[src/rtl/snoop_queue.sv]
// In-order reservation queue: entries wait for their source operands by snooping
// the broadcast channels, and only the head entry may issue once both operands are ready.
module snoop_queue #(
  parameter int DATA_W  = 32,
  parameter int LABEL_W = 5,
  parameter int OP_W    = 4,
  parameter int DEPTH   = 8,
  parameter int NBC     = 2
) (
  input  logic                     clk,
  input  logic                     RST,
  input  logic                     WEN,
  input  logic [OP_W-1:0]          opIn,
  input  logic [DATA_W-1:0]        dataInA,
  input  logic [DATA_W-1:0]        dataInB,
  input  logic [LABEL_W-1:0]       labelInA,
  input  logic [LABEL_W-1:0]       labelInB,
  input  logic                     requireAC,
  input  logic [NBC-1:0]           BCEN,
  input  logic [NBC*LABEL_W-1:0]   BClabel,
  input  logic [NBC*DATA_W-1:0]    BCdata,
  output logic                     require,
  output logic [OP_W-1:0]          opOut,
  output logic [DATA_W-1:0]        dataOutA,
  output logic [DATA_W-1:0]        dataOutB,
  output logic                     isFull,
  output logic                     isEmpty,
  output logic [$clog2(DEPTH):0]   count
);
  localparam int PW = $clog2(DEPTH);
  localparam int CW = PW + 1;

  logic [DEPTH-1:0]   valid_q, valid_d;
  logic [OP_W-1:0]    op_q [DEPTH];
  logic [OP_W-1:0]    op_d [DEPTH];
  logic [DATA_W-1:0]  da_q [DEPTH];
  logic [DATA_W-1:0]  da_d [DEPTH];
  logic [DATA_W-1:0]  db_q [DEPTH];
  logic [DATA_W-1:0]  db_d [DEPTH];
  logic [LABEL_W-1:0] la_q [DEPTH];
  logic [LABEL_W-1:0] la_d [DEPTH];
  logic [LABEL_W-1:0] lb_q [DEPTH];
  logic [LABEL_W-1:0] lb_d [DEPTH];
  logic [PW-1:0]      head_q, head_d, tail_q, tail_d;
  logic [CW-1:0]      count_q, count_d;

  // {hit, data} for a waiting label; scanning from the top lets channel 0 win ties.
  function automatic logic [DATA_W:0] snoop(input logic [LABEL_W-1:0] lbl);
    logic [DATA_W:0] r;
    r = '0;
    for (int i = NBC - 1; i >= 0; i--) begin
      if (BCEN[i] && lbl != '0 && BClabel[i*LABEL_W +: LABEL_W] == lbl)
        r = {1'b1, BCdata[i*DATA_W +: DATA_W]};
    end
    return r;
  endfunction

  logic [DATA_W:0] snp_a [DEPTH];
  logic [DATA_W:0] snp_b [DEPTH];
  logic [DATA_W:0] in_a, in_b;
  logic            pop, push;

  always_comb begin
    for (int e = 0; e < DEPTH; e++) begin
      snp_a[e] = snoop(la_q[e]);
      snp_b[e] = snoop(lb_q[e]);
    end
    in_a = snoop(labelInA);
    in_b = snoop(labelInB);
  end

  assign isEmpty  = (count_q == '0);
  assign isFull   = (count_q == CW'(DEPTH));
  assign count    = count_q;
  assign require  = !isEmpty && valid_q[head_q] && la_q[head_q] == '0 && lb_q[head_q] == '0;
  assign opOut    = isEmpty ? '0 : op_q[head_q];
  assign dataOutA = isEmpty ? '0 : da_q[head_q];
  assign dataOutB = isEmpty ? '0 : db_q[head_q];

  assign pop  = requireAC && require;
  assign push = WEN && (!isFull || pop);

  always_comb begin
    valid_d = valid_q;
    op_d    = op_q;
    da_d    = da_q;
    db_d    = db_q;
    la_d    = la_q;
    lb_d    = lb_q;
    head_d  = head_q;
    tail_d  = tail_q;
    count_d = count_q;
    for (int e = 0; e < DEPTH; e++) begin
      if (valid_q[e] && snp_a[e][DATA_W]) begin
        da_d[e] = snp_a[e][DATA_W-1:0];
        la_d[e] = '0;
      end
      if (valid_q[e] && snp_b[e][DATA_W]) begin
        db_d[e] = snp_b[e][DATA_W-1:0];
        lb_d[e] = '0;
      end
    end
    if (pop) begin
      valid_d[head_q] = 1'b0;
      head_d          = head_q + PW'(1);
    end
    // Push after pop so a full queue can reuse the slot being freed this cycle.
    if (push) begin
      valid_d[tail_q] = 1'b1;
      op_d[tail_q]    = opIn;
      da_d[tail_q]    = in_a[DATA_W] ? in_a[DATA_W-1:0] : dataInA;
      la_d[tail_q]    = in_a[DATA_W] ? '0 : labelInA;
      db_d[tail_q]    = in_b[DATA_W] ? in_b[DATA_W-1:0] : dataInB;
      lb_d[tail_q]    = in_b[DATA_W] ? '0 : labelInB;
      tail_d          = tail_q + PW'(1);
    end
    if (push && !pop)      count_d = count_q + CW'(1);
    else if (pop && !push) count_d = count_q - CW'(1);
  end

  always_ff @(posedge clk) begin
    if (RST) begin
      head_q  <= '0;
      tail_q  <= '0;
      count_q <= '0;
      valid_q <= '0;
      for (int e = 0; e < DEPTH; e++) begin
        la_q[e] <= '0;
        lb_q[e] <= '0;
      end
    end else begin
      head_q  <= head_d;
      tail_q  <= tail_d;
      count_q <= count_d;
      valid_q <= valid_d;
      op_q    <= op_d;
      da_q    <= da_d;
      db_q    <= db_d;
      la_q    <= la_d;
      lb_q    <= lb_d;
    end
  end
endmodule

[config.mk]
export PLATFORM = sky130hd
export DESIGN_NAME = snoop_queue
export DESIGN_NICKNAME = d
export VERILOG_FILES = /design/src/rtl/snoop_queue.sv
export SDC_FILE = /design/constraint.sdc
export NUM_CORES = 2
export LEC_CHECK = 0
export BUFFER_PORTS_ARGS = -buffer_cell sky130_fd_sc_hd__clkbuf_2
export CORE_ASPECT_RATIO = 0.8
export CORE_MARGIN = 2
export CORE_UTILIZATION = 45
export CTS_BUF_LIST = sky130_fd_sc_hd__clkbuf_4
export CTS_CLUSTER_SIZE = 40
export DETAILED_ROUTE_END_ITERATION = 12
export PLACE_DENSITY = 0.61
export SYNTH_ARGS = -nofsm -noshare
export SYNTH_HDL_FRONTEND = slang
export SYNTH_SLANG_ARGS = --single-unit
[constraint.sdc]
create_clock -name clk -period 17.55 [get_ports clk]
set_input_delay 1.755 -clock clk [delete_from_list [all_inputs] [get_ports clk]]
set_output_delay 1.755 -clock clk [all_outputs]
set_load 0.005 [all_outputs]
==> After elaboration in Yosys (flattened, before gate mapping) <==
Index checks and enable logic that the tools add are counted.
W data, S select, Z words.
{ "classes": {"n_addsub": 4, "eq_ne": 37, "order_cmp": 7, "mux": 115, "bitwise_logic": 6, "n_reduce_logical": 126} }
{ "op_table": {"columns": ["operator", "count"], "rows": [
  ["$mux W33", 36],
  ["$mux W32", 25],
  ["$bwmux W256", 2],
  ["$mux W256", 2],
  ["$bmux W32 S3", 2],
  ["$eq A5 B5 Y1", 36],
  ["$mux W5", 23],
  ["$logic_and A1 B1 Y1", 98],
  ["$demux W32 S3", 1],
  ["$reduce_bool A5 Y1", 18],
  ["$bwmux W40", 2],
  ["$mux W40", 2],
  ["$bwmux W32", 1],
  ["$bmux W5 S3", 2],
  ["$mux W4", 6],
  ["$mux W8", 2],
  ["$demux W5 S3", 1],
  ["$bmux W4 S3", 1],
  ["$demux W4 S3", 1],
  ["$logic_not A5 Y1", 2],
  ["$and A8 B8 Y8", 1],
  ["$ge A4 B4 Y1 const B", 2],
  ["$lt A3 B4 Y1 const B", 2],
  ["$not A3 Y4", 2],
  ["other kinds (17)", 25]
]} }
{ "totals": {"ff_bits": 642, "wordCells": 339, "inputBits": 158, "output_inout_bits": 75} }

==> Logic depth before layout (Yosys ltp) <==
{ "logic_depth": {"depth_word": 14, "mapped_depth": 19, "depth_no_buf": 14} }

==> Worst setup path before layout <==
OpenSTA, ideal clock, no wires.
{ "synth_timing": {"path_kind": "input to register", "start": "in RST", "end": "reg valid_q[1]", "path_slack_ns": -0.707, "t_required_ns": 17.412, "arrival_ns": 18.118, "path_stages": 5, "path_buffers": 2, "setup_ns": 0.138, "cell_sequence": "clkbuf_1 -> inv_1 -> clkbuf_1 -> o311ai_0 -> o21ai_0"} }
{ "synth_rtl": {"columns": ["item", "line", "text"], "rows": [
  ["from (decl)", "11", "input logic RST,"],
  ["to (signal assigned)", "135", "valid_q <= valid_d;"],
  ["to (decl)", "33", "logic [DEPTH-1:0] valid_q, valid_d;"]
]} }

==> results.py <==
metrics = {
    "setup_path": {
        "critPathKind": "flip-flop to flip-flop",
        "ff2ff_setup_slack_ns": 10.88,
        "r2r_end": "db_q[166]$_DFFE_PN_",
        "required_ns": 18.31,
        "critPathLaunchType": "flip-flop",
        "arrival_ns": 7.43,
        "worstSetupEndpointType": "flip-flop",
        "crit_fanout": 201,
        "r2r_cells": 10,
        "r2r_start": "head_q[2]$_SDFFE_PP0N_",
    },
    "timing": {
        "setup_viol_count_final": 0,
        "timing.final.crit_share_pct": 38.0,
        "max_freq_ghz": 0.150,
        "rsz0062_at_grt": "false",
        "finalHoldViolCount": 0,
        "skew_ns": 0.0618,
        "period_minus_slack_ns": 6.67,
        "slew_violations": 0,
        "relSlewSlack_pct": 18.2,
        "tightest_slew_ns": 1.22,
        "tns_ns": 0,
    },
    "flow_run": {
        "drv_cap": 0,
    },
    "drt": {
        "dr.first_iter.drc_count": 6462,
        "drcViolationCount": 0,
        "dr.pass1.iters": 8,
        "postRouteAntennaNets": 0,
        "via_per_inst": 6.70,
        "vias": 43000,
        "wire_per_inst_um": 29.8,
        "routed_wirelength_um": 191000,
    },
    "cts": {
        "cts.clk_slew.worst_paths_ns": 0.07,
        "cts_buffers": 180,
        "cts_max_path_buffers": 3,
        "cts_hold_buf": 0,
        "htreeDepth": 4,
        "numClockSinks": 642,
        "cts_resized": 0,
        "cts_root_buf": "clkbuf_4",
        "cts_tree": "built",
        "worstSkewPairLatency_ns": 1.12,
        "post-cts-setup-buffer-count": 0,
    },
    "logic_synthesis": {
        "ys_ff_latch": 642,
        "ys_types": 58,
        "ys.flop_type": "edfxtp_1",
        "seq_area_frac_synth_pct": 40.7,
        "synth_fp_nets": 5203,
        "synth_area_per_cell_um2": 8.93,
        "synthArstFlopShare_pct": 0,
        "ys_warn_count": 0,
        "synth-edff-count": 544,
        "netlist_area_um2": 45000,
        "syn_inst": 5039,
    },
    "hold_path": {
        "min_to": "lb_q[13]$_SDFF_PP0_",
        "hold_path_startpoint": "lb_q[13]$_SDFF_PP0_",
        "min_path_cells": 2,
        "hold_path_class": "flip-flop to flip-flop",
    },
    "floorplan": {
        "die_x_um": 358,
        "dieArea_um2": 103000,
        "io_pins": 233,
        "row_count": 103,
        "initial_utilization_pct": 45.5,
        "coreArea_um2": 98800,
        "die_height_um": 287,
    },
    "pwr": {
        "power.density_nw_per_um2": 95.5,
        "power_mw": 4.67,
        "leakagePower_nw": 15.2,
        "peakVddDrop_mv": 0.0633,
    },
    "finish": {
        "multi_input_area_um2": 24700,
        "fin_area_um2": 48900,
        "seq_area_um2": 18300,
        "syn_to_final_growth_pct": 8.74,
        "fill_cells": 9321,
        "layout_common_cells": "742 x nand2_1, 658 x mux2i_1, 575 x a21oi_1",
        "final_common_cell": "nand2_1",
        "layout-drive-gt1-share_pct": 15.4,
        "fin_nets": 5130,
    },
    "placed_design": {
        "port_buffers": 232,
        "hpwl_um": 104000,
        "placed_area_um2": 46600,
        "place_congestion": 0.883,
    },
    "global_routing": {
        "grt_overflow": 0,
        "antenna_found_initial": 9,
        "track_usage_pct": 36.1,
        "grt_pass1_vias": 40300,
        "grt_max_degree": 202,
        "grt_pass1_wl_um": 275000,
    },
    "status": {
        "status": "completed",
    },
}
[cell usage after synthesis (all sizes together) (21+ instances only)]
library cell,count,share of area [%]
buf,162,1.9
a221oi,45,0.88
a21oi,575,6.4
mux2i,658,15
o22ai,512,7.1
mux4,64,3.2
nand2,742,6.2
edfxtp,544,36
xor2,72,1.4
nor2,576,4.8
dfxtp,98,4.4
xnor2,113,2.2
nor4,40,0.71
nand4,38,0.53
o21ai,128,1.4
o22a,31,0.60
nor3,21,0.29
a22oi,29,0.48
clkbuf,421,3.5
mux2,45,1.1
[flip-flops by register name (all words and copies together) (netlist names)]
signal	cells
count	4
da_q	256
db_q	256
head_q	3
la_q	40
lb_q	40
op_q	32
tail_q	3
valid_q	8
[through the flow]
step           setup slack [ns]  utilization (%)  cells  hold WS [ns]
3_3_place_gp              11.41             47.1   6096         0.495
6_report                  10.88             49.5   6409         0.513
3_5_place_dp              11.34             47.1   6096         0.502
4_1_cts                   11.04             49.5   6402         0.513
5_1_grt                   10.79             49.5   6408         0.527
2_1_floorplan              7.84                -   5039         0.473
[how the worst max path moves through the flow]
stage,from,to,slack (ns),cells past startpoint
2_1_floorplan,RST,valid_q[1]$_SDFF_PP0_,7.84,5
3_3_place_gp,head_q[2]$_SDFFE_PP0N_,db_q[3]$_DFFE_PN_,11.41,10
3_5_place_dp,head_q[2]$_SDFFE_PP0N_,db_q[65]$_DFFE_PN_,11.34,10
4_1_cts,head_q[1]$_SDFFE_PP0N_,dataOutB[22],11.04,7
5_1_grt,head_q[1]$_SDFFE_PP0N_,dataOutB[28],10.79,7
6_report,head_q[2]$_SDFFE_PP0N_,db_q[166]$_DFFE_PN_,10.88,10
[cell type report]
cell class	count	area share, %
multi-input cells	3800	50.5
inverters	14	0.125
clock inverters	40	0.670
clock buffers	266	4.08
diodes	7	0.0358
repair buffers	328	3.87
flip-flops and latches	642	37.4
well taps	1312	3.35
[metal layers]
metal	vias to the layer above	share of wire, %	routed length (µm)	track usage (%)
li1	18400	-	-	-
met1	20500	39	74300	49.7
met2	3397	42	80500	52.8
met3	641	14	26600	9.07
met4	6	5.1	9700	17.7
met5	-	0.080	152	0.884
[logic make-up after synthesis]
family | count (synthesis) | synth area share, %
and+or+nand+nor | 1484 | 13.5
AOI/OAI and AO/OA | 1358 | 17.6
DFF | 642 | 40.7
adders and majority gates | 6 | 0.183
muxes | 767 | 19.0
buffers and inverters | 597 | 5.51
xor gates and xnor gates | 185 | 3.60
[worst max-delay path: stages (launching register included)]
cell and delay (ns):
dfxtp_4 0.86, buf_4 0.69, and3_1 1.01, a21oi_1 0.16, nand2_1 0.18, nor4_4 0.09, a21boi_4 0.33, buf_4 0.82
buf_12 0.63, buf_4 0.81, o22ai_1 0.20
[where the power goes]
group          internal, mW  total [mW]  switching, mW  leakage (nW)
logic                 0.386        1.27          0.880          7.75
clock network         0.774        1.49          0.716          1.37
registers              1.83        1.92         0.0882          6.11
Power figures use the tool's default switching activity.
